<file path="src/rtl/tl_ul_pkg.sv">
// Shared TileLink-UL opcode encodings and the registered D-channel response record.
package tl_ul_pkg;

    localparam logic [2:0] A_PUT_FULL        = 3'd0;
    localparam logic [2:0] A_PUT_PARTIAL     = 3'd1;
    localparam logic [2:0] A_GET             = 3'd4;
    localparam logic [2:0] D_ACCESS_ACK      = 3'd0;
    localparam logic [2:0] D_ACCESS_ACK_DATA = 3'd1;

    // d_source is carried separately because its width is a module parameter
    typedef struct packed {
        logic [2:0]  opcode;
        logic [1:0]  size;
        logic        denied;
        logic [31:0] data;
        logic        corrupt;
    } d_rsp_t;

endpackage

</file>
<file path="src/rtl/tl_ul_scratch_mem.sv">
// Flop-based scratch word array: byte-lane write enables, asynchronous read, no reset.
module tl_ul_scratch_mem #(
    parameter int DEPTH_LOG2 = 6
) (
    input  logic                  clock,
    input  logic                  we,
    input  logic [DEPTH_LOG2-1:0] idx,
    input  logic [3:0]            wmask,
    input  logic [31:0]           wdata,
    output logic [31:0]           rdata
);

    logic [31:0] mem [2**DEPTH_LOG2];

    always_ff @(posedge clock) begin
        for (int b = 0; b < 4; b++) begin
            if (we && wmask[b]) begin
                mem[idx][8*b +: 8] <= wdata[8*b +: 8];
            end
        end
    end

    assign rdata = mem[idx];

endmodule

</file>
<file path="src/rtl/tl_ul_scratch_responder.sv">
// TileLink-UL manager responder: legality decode, scratch array access and a
// one-entry registered D-channel response buffer.
module tl_ul_scratch_responder
    import tl_ul_pkg::*;
#(
    parameter logic [29:0] BASE       = 30'h0000_1000,
    parameter int          DEPTH_LOG2 = 6,
    parameter int          SOURCE_W   = 10
) (
    input  logic                clock,
    input  logic                reset,
    input  logic                a_valid,
    output logic                a_ready,
    input  logic [2:0]          a_opcode,
    input  logic [2:0]          a_param,
    input  logic [1:0]          a_size,
    input  logic [SOURCE_W-1:0] a_source,
    input  logic [29:0]         a_address,
    input  logic [3:0]          a_mask,
    input  logic [31:0]         a_data,
    input  logic                a_corrupt,
    output logic                d_valid,
    input  logic                d_ready,
    output logic [2:0]          d_opcode,
    output logic [1:0]          d_param,
    output logic [1:0]          d_size,
    output logic [SOURCE_W-1:0] d_source,
    output logic                d_sink,
    output logic                d_denied,
    output logic [31:0]         d_data,
    output logic                d_corrupt
);

    localparam logic [29:0] LIMIT = BASE + 30'(4 << DEPTH_LOG2);

    logic                  fire;
    logic                  is_get;
    logic                  is_put;
    logic                  misaligned;
    logic                  in_range;
    logic                  denied;
    logic [29:0]           offset;
    logic [DEPTH_LOG2-1:0] idx;
    logic [31:0]           rdata;
    logic                  unused_bits;
    d_rsp_t                rsp_q;
    d_rsp_t                rsp_next;
    logic [SOURCE_W-1:0]   source_q;
    logic                  valid_q;

    assign a_ready = !valid_q || d_ready;
    assign fire    = a_valid && a_ready;

    assign is_get   = (a_opcode == A_GET);
    assign is_put   = (a_opcode == A_PUT_FULL) || (a_opcode == A_PUT_PARTIAL);
    assign in_range = (a_address >= BASE) && (a_address < LIMIT);
    assign offset   = a_address - BASE;
    assign idx      = offset[DEPTH_LOG2+1:2];

    always_comb begin
        misaligned = 1'b0;
        case (a_size)
            2'd1:    misaligned = a_address[0];
            2'd2:    misaligned = |a_address[1:0];
            default: misaligned = 1'b0;
        endcase
    end

    assign denied = !(is_get || is_put) || (a_param != 3'd0) || (a_size == 2'd3)
                    || misaligned || !in_range;

    // Corrupt write data is still committed; the flag only travels with the beat.
    assign unused_bits = ^{a_corrupt, offset[29:DEPTH_LOG2+2], offset[1:0]};

    tl_ul_scratch_mem #(
        .DEPTH_LOG2(DEPTH_LOG2)
    ) u_mem (
        .clock (clock),
        .we    (fire && is_put && !denied && !reset),
        .idx   (idx),
        .wmask (a_mask),
        .wdata (a_data),
        .rdata (rdata)
    );

    always_comb begin
        rsp_next        = '0;
        rsp_next.size   = a_size;
        rsp_next.denied = denied;
        case (a_opcode)
            A_GET, 3'd2, 3'd3: rsp_next.opcode = D_ACCESS_ACK_DATA;
            default:           rsp_next.opcode = D_ACCESS_ACK;
        endcase
        if (is_get && !denied) begin
            rsp_next.data = rdata;
        end else if (denied && rsp_next.opcode == D_ACCESS_ACK_DATA) begin
            rsp_next.corrupt = 1'b1;
        end
    end

    always_ff @(posedge clock) begin
        if (reset) begin
            valid_q  <= 1'b0;
            rsp_q    <= '0;
            source_q <= '0;
        end else if (fire) begin
            valid_q  <= 1'b1;
            rsp_q    <= rsp_next;
            source_q <= a_source;
        end else if (d_ready) begin
            valid_q  <= 1'b0;
        end
    end

    assign d_valid   = valid_q;
    assign d_opcode  = rsp_q.opcode;
    assign d_param   = 2'd0;
    assign d_size    = rsp_q.size;
    assign d_source  = source_q;
    assign d_sink    = 1'b0;
    assign d_denied  = rsp_q.denied;
    assign d_data    = rsp_q.data;
    assign d_corrupt = rsp_q.corrupt;

endmodule

</file>
<file path="config.mk">
export PLATFORM = sky130hd
export DESIGN_NAME = tl_ul_scratch_responder
export DESIGN_NICKNAME = d
export VERILOG_FILES = /design/src/rtl/tl_ul_pkg.sv /design/src/rtl/tl_ul_scratch_mem.sv /design/src/rtl/tl_ul_scratch_responder.sv
export SDC_FILE = /design/constraint.sdc
export NUM_CORES = 2
export LEC_CHECK = 0
export ABC_AREA = 1
export CORE_MARGIN = 3
export CORE_UTILIZATION = 57
export CTS_CLUSTER_SIZE = 30
export DETAILED_ROUTE_END_ITERATION = 12
export DONT_BUFFER_PORTS = 1
export PLACE_DENSITY = 0.72
export SYNTH_ARGS = -nofsm -noshare
export SYNTH_HDL_FRONTEND = slang
export SYNTH_HIERARCHICAL = 1
export SYNTH_SLANG_ARGS = --single-unit
export TNS_END_PERCENT = 20
</file>
<file path="constraint.sdc">
create_clock -name clock -period 2.6 [get_ports clock]
set_input_delay 0.52 -clock clock [delete_from_list [all_inputs] [get_ports clock]]
set_output_delay 0.52 -clock clock [all_outputs]
set_load 0.02 [all_outputs]
</file>
Word level (Yosys, flattened, before mapping)

Memory sizes are Yosys's and may differ from the RTL's.
Index checks and enable logic that the tools add are counted.

Magnitude comparators: 2
Reductions and logical operators: 28
$add $sub $neg: 1
Equality and inequality tests: 8
Mux-type cells: 15

Operators with widths:

| operator                                                                              | number |
|---|---|
| 32-bit two-way mux                                                                    | 1 |
| 30-bit by 13-bit greater-or-equal comparator with 1-bit output, second input constant | 1 |
| 30-bit by 13-bit less-than comparator with 1-bit output, second input constant        | 1 |
| 1-bit two-way mux                                                                     | 13 |
| 1-bit logical AND                                                                     | 11 |
| 8-bit by 1-bit subtractor with 8-bit output, second input constant                    | 1 |
| 1-bit logical OR                                                                      | 7 |
| 3-bit by 1-bit equality test with 1-bit output, second input constant                 | 2 |
| 3-bit by 2-bit equality test with 1-bit output, second input constant                 | 2 |
| 1-bit zero test                                                                       | 5 |
| 2-bit equality test, second input constant                                            | 2 |
| 3-bit equality test, second input constant                                            | 1 |
| 3-bit zero test                                                                       | 1 |
| 3-bit nonzero test                                                                    | 1 |
| 3-bit OR reduction                                                                    | 1 |
| 2-bit by 1-bit equality test with 1-bit output, second input constant                 | 1 |
| 1-bit one-hot mux with 2 select lines                                                 | 1 |
| 2-bit nonzero test                                                                    | 1 |
| 2-bit OR reduction                                                                    | 1 |

Register bits after elaboration: 50
Input bits: 89
Memories kept: 1
Bits in writable memories: 2048
Output and inout bits: 54

Memory list:

| name      | words | width | read ports | clocked after memory_dff | write ports | RTL line                | source |
|---|---|---|---|---|---|---|---|
| u_mem.mem | 64    | 32    | 1          | 0                        | 1           | tl_ul_scratch_mem.sv:13 | `logic [31:0] mem [2**DEPTH_LOG2];` |

Logic depth before layout (Yosys ltp)

Word-level depth: 14
Gate-level depth with buffers: 19

Hierarchy

Netlist, hierarchy kept.

Modules (own cells, without submodules):

| module                  | cells each | times used | area an instance (µm²) |
|---|---|---|---|
| tl_ul_scratch_mem       | 8691       | 1          | 87059.7 |
| tl_ul_scratch_responder | 366        | 1          | 2497.4 |

Worst setup path after synthesis

No wires, ideal clock.

Path kind: in2reg
Start: input port d_ready
End: memory u_mem.mem[10][0] (enable)
Cell stages on the path: 8
Data required time: 2230 ps
Library setup time: 370 ps
Arrival time: 2343 ps
Path slack: -113 ps
Cells stage by stage: inv_1 nand2_2 nand2_2 clkbuf_1 nor4_1 nand2_1 clkbuf_1 nor2_1

Longest elaborated chain between the ends: 8

RTL lines:

| item                                    | RTL line                      | source |
|---|---|---|
| from (decl)                             | tl_ul_scratch_responder.sv:23 | `input logic d_ready,` |
| 1-bit logical OR                        | tl_ul_scratch_responder.sv:51 | `assign a_ready = !valid_q \|\| d_ready;` |
| via a_ready                             | tl_ul_scratch_responder.sv:13 | `output logic a_ready,` |
| 1-bit logical AND                       | tl_ul_scratch_responder.sv:52 | `assign fire = a_valid && a_ready;` |
| 1-bit logical AND (3 in a row)          | tl_ul_scratch_responder.sv:79 | `.we (fire && is_put && !denied && !reset),` |
| 1-bit logical AND                       | tl_ul_scratch_mem.sv:17       | `if (we && wmask[b]) begin` |
| 1-bit two-way mux                       | tl_ul_scratch_mem.sv:17       |  |
| 1-bit two-way mux (implied by the code) | tl_ul_scratch_mem.sv:18       | `mem[idx][8*b +: 8] <= wdata[8*b +: 8];` |
| to (decl)                               | tl_ul_scratch_mem.sv:13       |  |

The timed path passes the listed nets, and every way through them passes these cells.

Worst setup path in the final report

Start: input port a_address[2]
End: register rsp_q, in the netlist d_data[3]

Elaborated cells on any way between the ends: 10

RTL lines:

| item                                        | RTL line                       | source |
|---|---|---|
| from (decl)                                 | tl_ul_scratch_responder.sv:18  | `input logic [29:0] a_address,` |
| 8-bit by 1-bit subtractor with 8-bit output | tl_ul_scratch_responder.sv:57  | `assign offset = a_address - BASE;` |
| memory 64 x 32 bit                          | n/a                            |  |
| via rdata[3]                                | tl_ul_scratch_responder.sv:44  | `logic [31:0] rdata;` |
| 32-bit two-way mux                          | tl_ul_scratch_responder.sv:94  | `if (is_get && !denied) begin` |
| to (signal assigned)                        | tl_ul_scratch_responder.sv:108 | `rsp_q <= rsp_next;` |
| to (decl)                                   | tl_ul_scratch_responder.sv:46  | `d_rsp_t rsp_q;` |

The timed path passes the listed nets, and every way through them passes these cells.
A chain may end at the register's enable or synchronous reset.

==> flow_metrics.env <==
export IMPL_pwr_density_cell_mw_per_mm2=679
export IMPL_outcome="finished clean"
export IMPL_cap_violations=0
export IMPL_ios=143
export IMPL_period_share_pct=99.0
export IMPL_synth_distinct_cells=34
export IMPL_core_mm2=0.155
export IMPL_grt_pass1_vias=61500
export IMPL_die_w_um=402
export IMPL_setup_slack_ns=0.0259
export IMPL_postSynthAreaPerCell_um2=9.89
export IMPL_cts_htree_levels=4
export IMPL_swShare_pct=22.6
export IMPL_p_switching_mw=15.9
export IMPL_clock_sinks=2096
export IMPL_drc=0
export IMPL_leakagePower_nw=43.6
export IMPL_io_buffers=0
export IMPL_root_buffer="clkbuf_16"
export IMPL_wl_per_cell_um=22.0
export IMPL_p_clk_share_pct=40.8
export IMPL_start_util_pct=57.7
export IMPL_drtIter0Drc=8807
export IMPL_drt_pass1_iterations=7
export IMPL_fmax_mhz=388
export IMPL_regArea_mm2=0.0625
export IMPL_syn2layout_area_growth_pct=15.3
export IMPL_relSlewSlack_pct=14.2
export IMPL_yosysWarningCount=6
export IMPL_nets=9504
export IMPL_place_hpwl_um=147000
export IMPL_rows=144
export IMPL_grt_start_max_net_pins=1040
export IMPL_comb_power_share_pct=6.3
export IMPL_vias=65200
export IMPL_layout_common_cells="nand2_1, edfxtp_1, buf_4"
export IMPL_gp_congestion=0.892
export IMPL_dieArea_mm2=0.162
export IMPL_r2r_setup_slack_ns=0.09
export IMPL_via_per_inst=5.60
export IMPL_crit_arrival_ns=3.28
export IMPL_tightestPinTransition_ns=1.29
export IMPL_multi_input_area_mm2=0.0245
export IMPL_cp_max_fo=31
export IMPL_final_common_cell="nand2_1"
export IMPL_hp_class="in -> reg"
export IMPL_syn_inst=9057
export IMPL_fin_crit_ns=2.57
export IMPL_cp_end_kind="flop"
export IMPL_pwr_share_seq_pct=52.9
export IMPL_finalSetupViolCount=0
export IMPL_cts_clk_slew_worst_paths_ns=0.06
export IMPL_tritoncts="built"
export IMPL_cts_buffers=206
export IMPL_routed_wl_um=257000
export IMPL_slew_violations=0
export IMPL_internal_power_mw=54.3
export IMPL_die_h_um=402
export IMPL_ys_seq_elements=2096
export IMPL_fillers=11400
export IMPL_ant_nets=0
export IMPL_mappedNetlistArea_mm2=0.0896
export IMPL_place_ws_ns=-0.632
export IMPL_peakVddDrop_v=0.000810
export IMPL_path_class="in -> reg"
export IMPL_grt_pass1_wl_um=372000
export IMPL_antenna_found_initial=10
export IMPL_grt_overflow=0
export IMPL_rsz0062_at_grt="false"
export IMPL_required_ns=3.31
export IMPL_final_hold_violation_count=0
export IMPL_grt_use_total_pct=30.5
export IMPL_worstSetupStartpointType="input port"
export IMPL_p_total_mw=70.2
export IMPL_layout_drive_gt1_share_pct=9.90
export IMPL_skew_ns=0.0378
export IMPL_clockBufferDepth=3
export IMPL_ys_seq_area_share_pct=69.7
export IMPL_worstSkewPairLatency_ns=0.84
[power groups by stage]
stage | logic, mW | clock network [mW] | registers (mW)
6_report | 4.44 | 28.6 | 37.1
5_1_grt | 4.83 | 30.3 | 37.1
3_5_place_dp | 3.16 | 0 | 37.8
3_3_place_gp | 3.11 | 0 | 37.8
2_1_floorplan | 2.41 | 0 | 37.8
4_1_cts | 3.96 | 28.9 | 37.1
[routing by layer]
| layer | up-vias | wire [µm] | part of all wire, % | GRT usage (%) |
|---|---|---|---|---|
| met4 | 10 | 13300 | 5.2 | 14.9 |
| met1 | 31100 | 96700 | 38 | 41.5 |
| li1 | 29900 | - | - | - |
| met5 | - | 56 | 0.022 | 0.416 |
| met3 | 649 | 30400 | 12 | 6.73 |
| met2 | 3609 | 116000 | 45 | 47.1 |
[Yosys cell counts (all sizes together)]
cell | instances | area [µm²]
nand2 | 5853 | 22000
edfxtp | 2048 | 61500
nor2 | 412 | 1610
buf | 343 | 1910
clkbuf | 137 | 514
inv | 85 | 324
dfxtp | 48 | 961
a21oi | 38 | 194
nand4 | 34 | 213
o21ai | 20 | 100
nand3 | 11 | 70.1
nor3 | 8 | 40.0
or2 | 6 | 37.5
o211ai | 5 | 37.5
ha | 3 | 37.5
a211oi | 1 | 7.51
a31oi | 1 | 6.26
and2 | 1 | 6.26
conb | 1 | 3.75
nand3b | 1 | 7.51
nor4 | 1 | 6.26
[cell families after synthesis]
kind of cell,share of synthesized area (%)
fa+ha+maj,0.0419
compound gates,0.386
other cells,0.00419
buf+inv,3.07
flops,69.7
simple gates,26.8
[registers in the layout, summed over array words and instances, names as in the netlist]
signal / cells
d_source: 10
u_mem/mem: 2048
d_denied: 1
d_data: 32
d_opcode: 1
d_size: 2
d_corrupt: 1
d_valid: 1
[stage by stage]
stage                     TNS [ns]  instances  hold slack (ns)  cell area [µm²]  utilization, %
after floorplan            -210.45       9061            0.541            89600               -
after global placement     -782.90      11200            0.555            95300            61.4
after detailed placement   -695.38      11200            0.553            95300            61.4
after CTS                        0      11600          0.00232           103000            66.3
after global routing             0      11600           0.0294           103000            66.6
final                            0      11600           0.0402           103000            66.6
[worst paths after layout]
check / depth (start not counted) / from / endpoint
max: 20 / a_address[2] / d_data[3]
min: 1 / a_data[22] / u_mem/mem[50][22]
max reg2reg: 7 / d_valid / u_mem/mem[1][11]
min reg2reg: 2 / d_data[18] / d_data[18]
[final cells by class]
cell class	instances	area share, %
tap	2044	2.48
inverter	85	0.348
antenna	16	0.0388
sequential	2096	60.5
multi-input combinational	6400	23.7
clock inverter	120	0.993
timing repair buffer	623	6.73
clock buffer	255	5.25
[worst max-delay path, stage by stage]
cell and delay, ns:
buf_16 0.25, buf_16 0.24, buf_16 0.25, inv_16 0.13
buf_12 0.20, buf_4 0.15, nand2_1 0.05, nand2_1 0.05
nand2_1 0.05, nand2_1 0.08, nand2_1 0.06, nand2_1 0.14
nand2_1 0.10, nand2_1 0.06, nor2_1 0.19, nand2_1 0.10
inv_1 0.25, nor2_1 0.09, nand4_1 0.15, a21oi_1 0.08
[timing repair]
item                                   4_1_cts  5_1_grt
gates resized for setup                      2       15
setup endpoints to repair                  209     2082
setup buffers                                0        0
hold buffers                                50        0
endpoints found under the hold margin     2095        0
pin swaps                                    1        0
gates cloned                                 0       11
No activity file was read; power rests on OpenSTA's default activity.
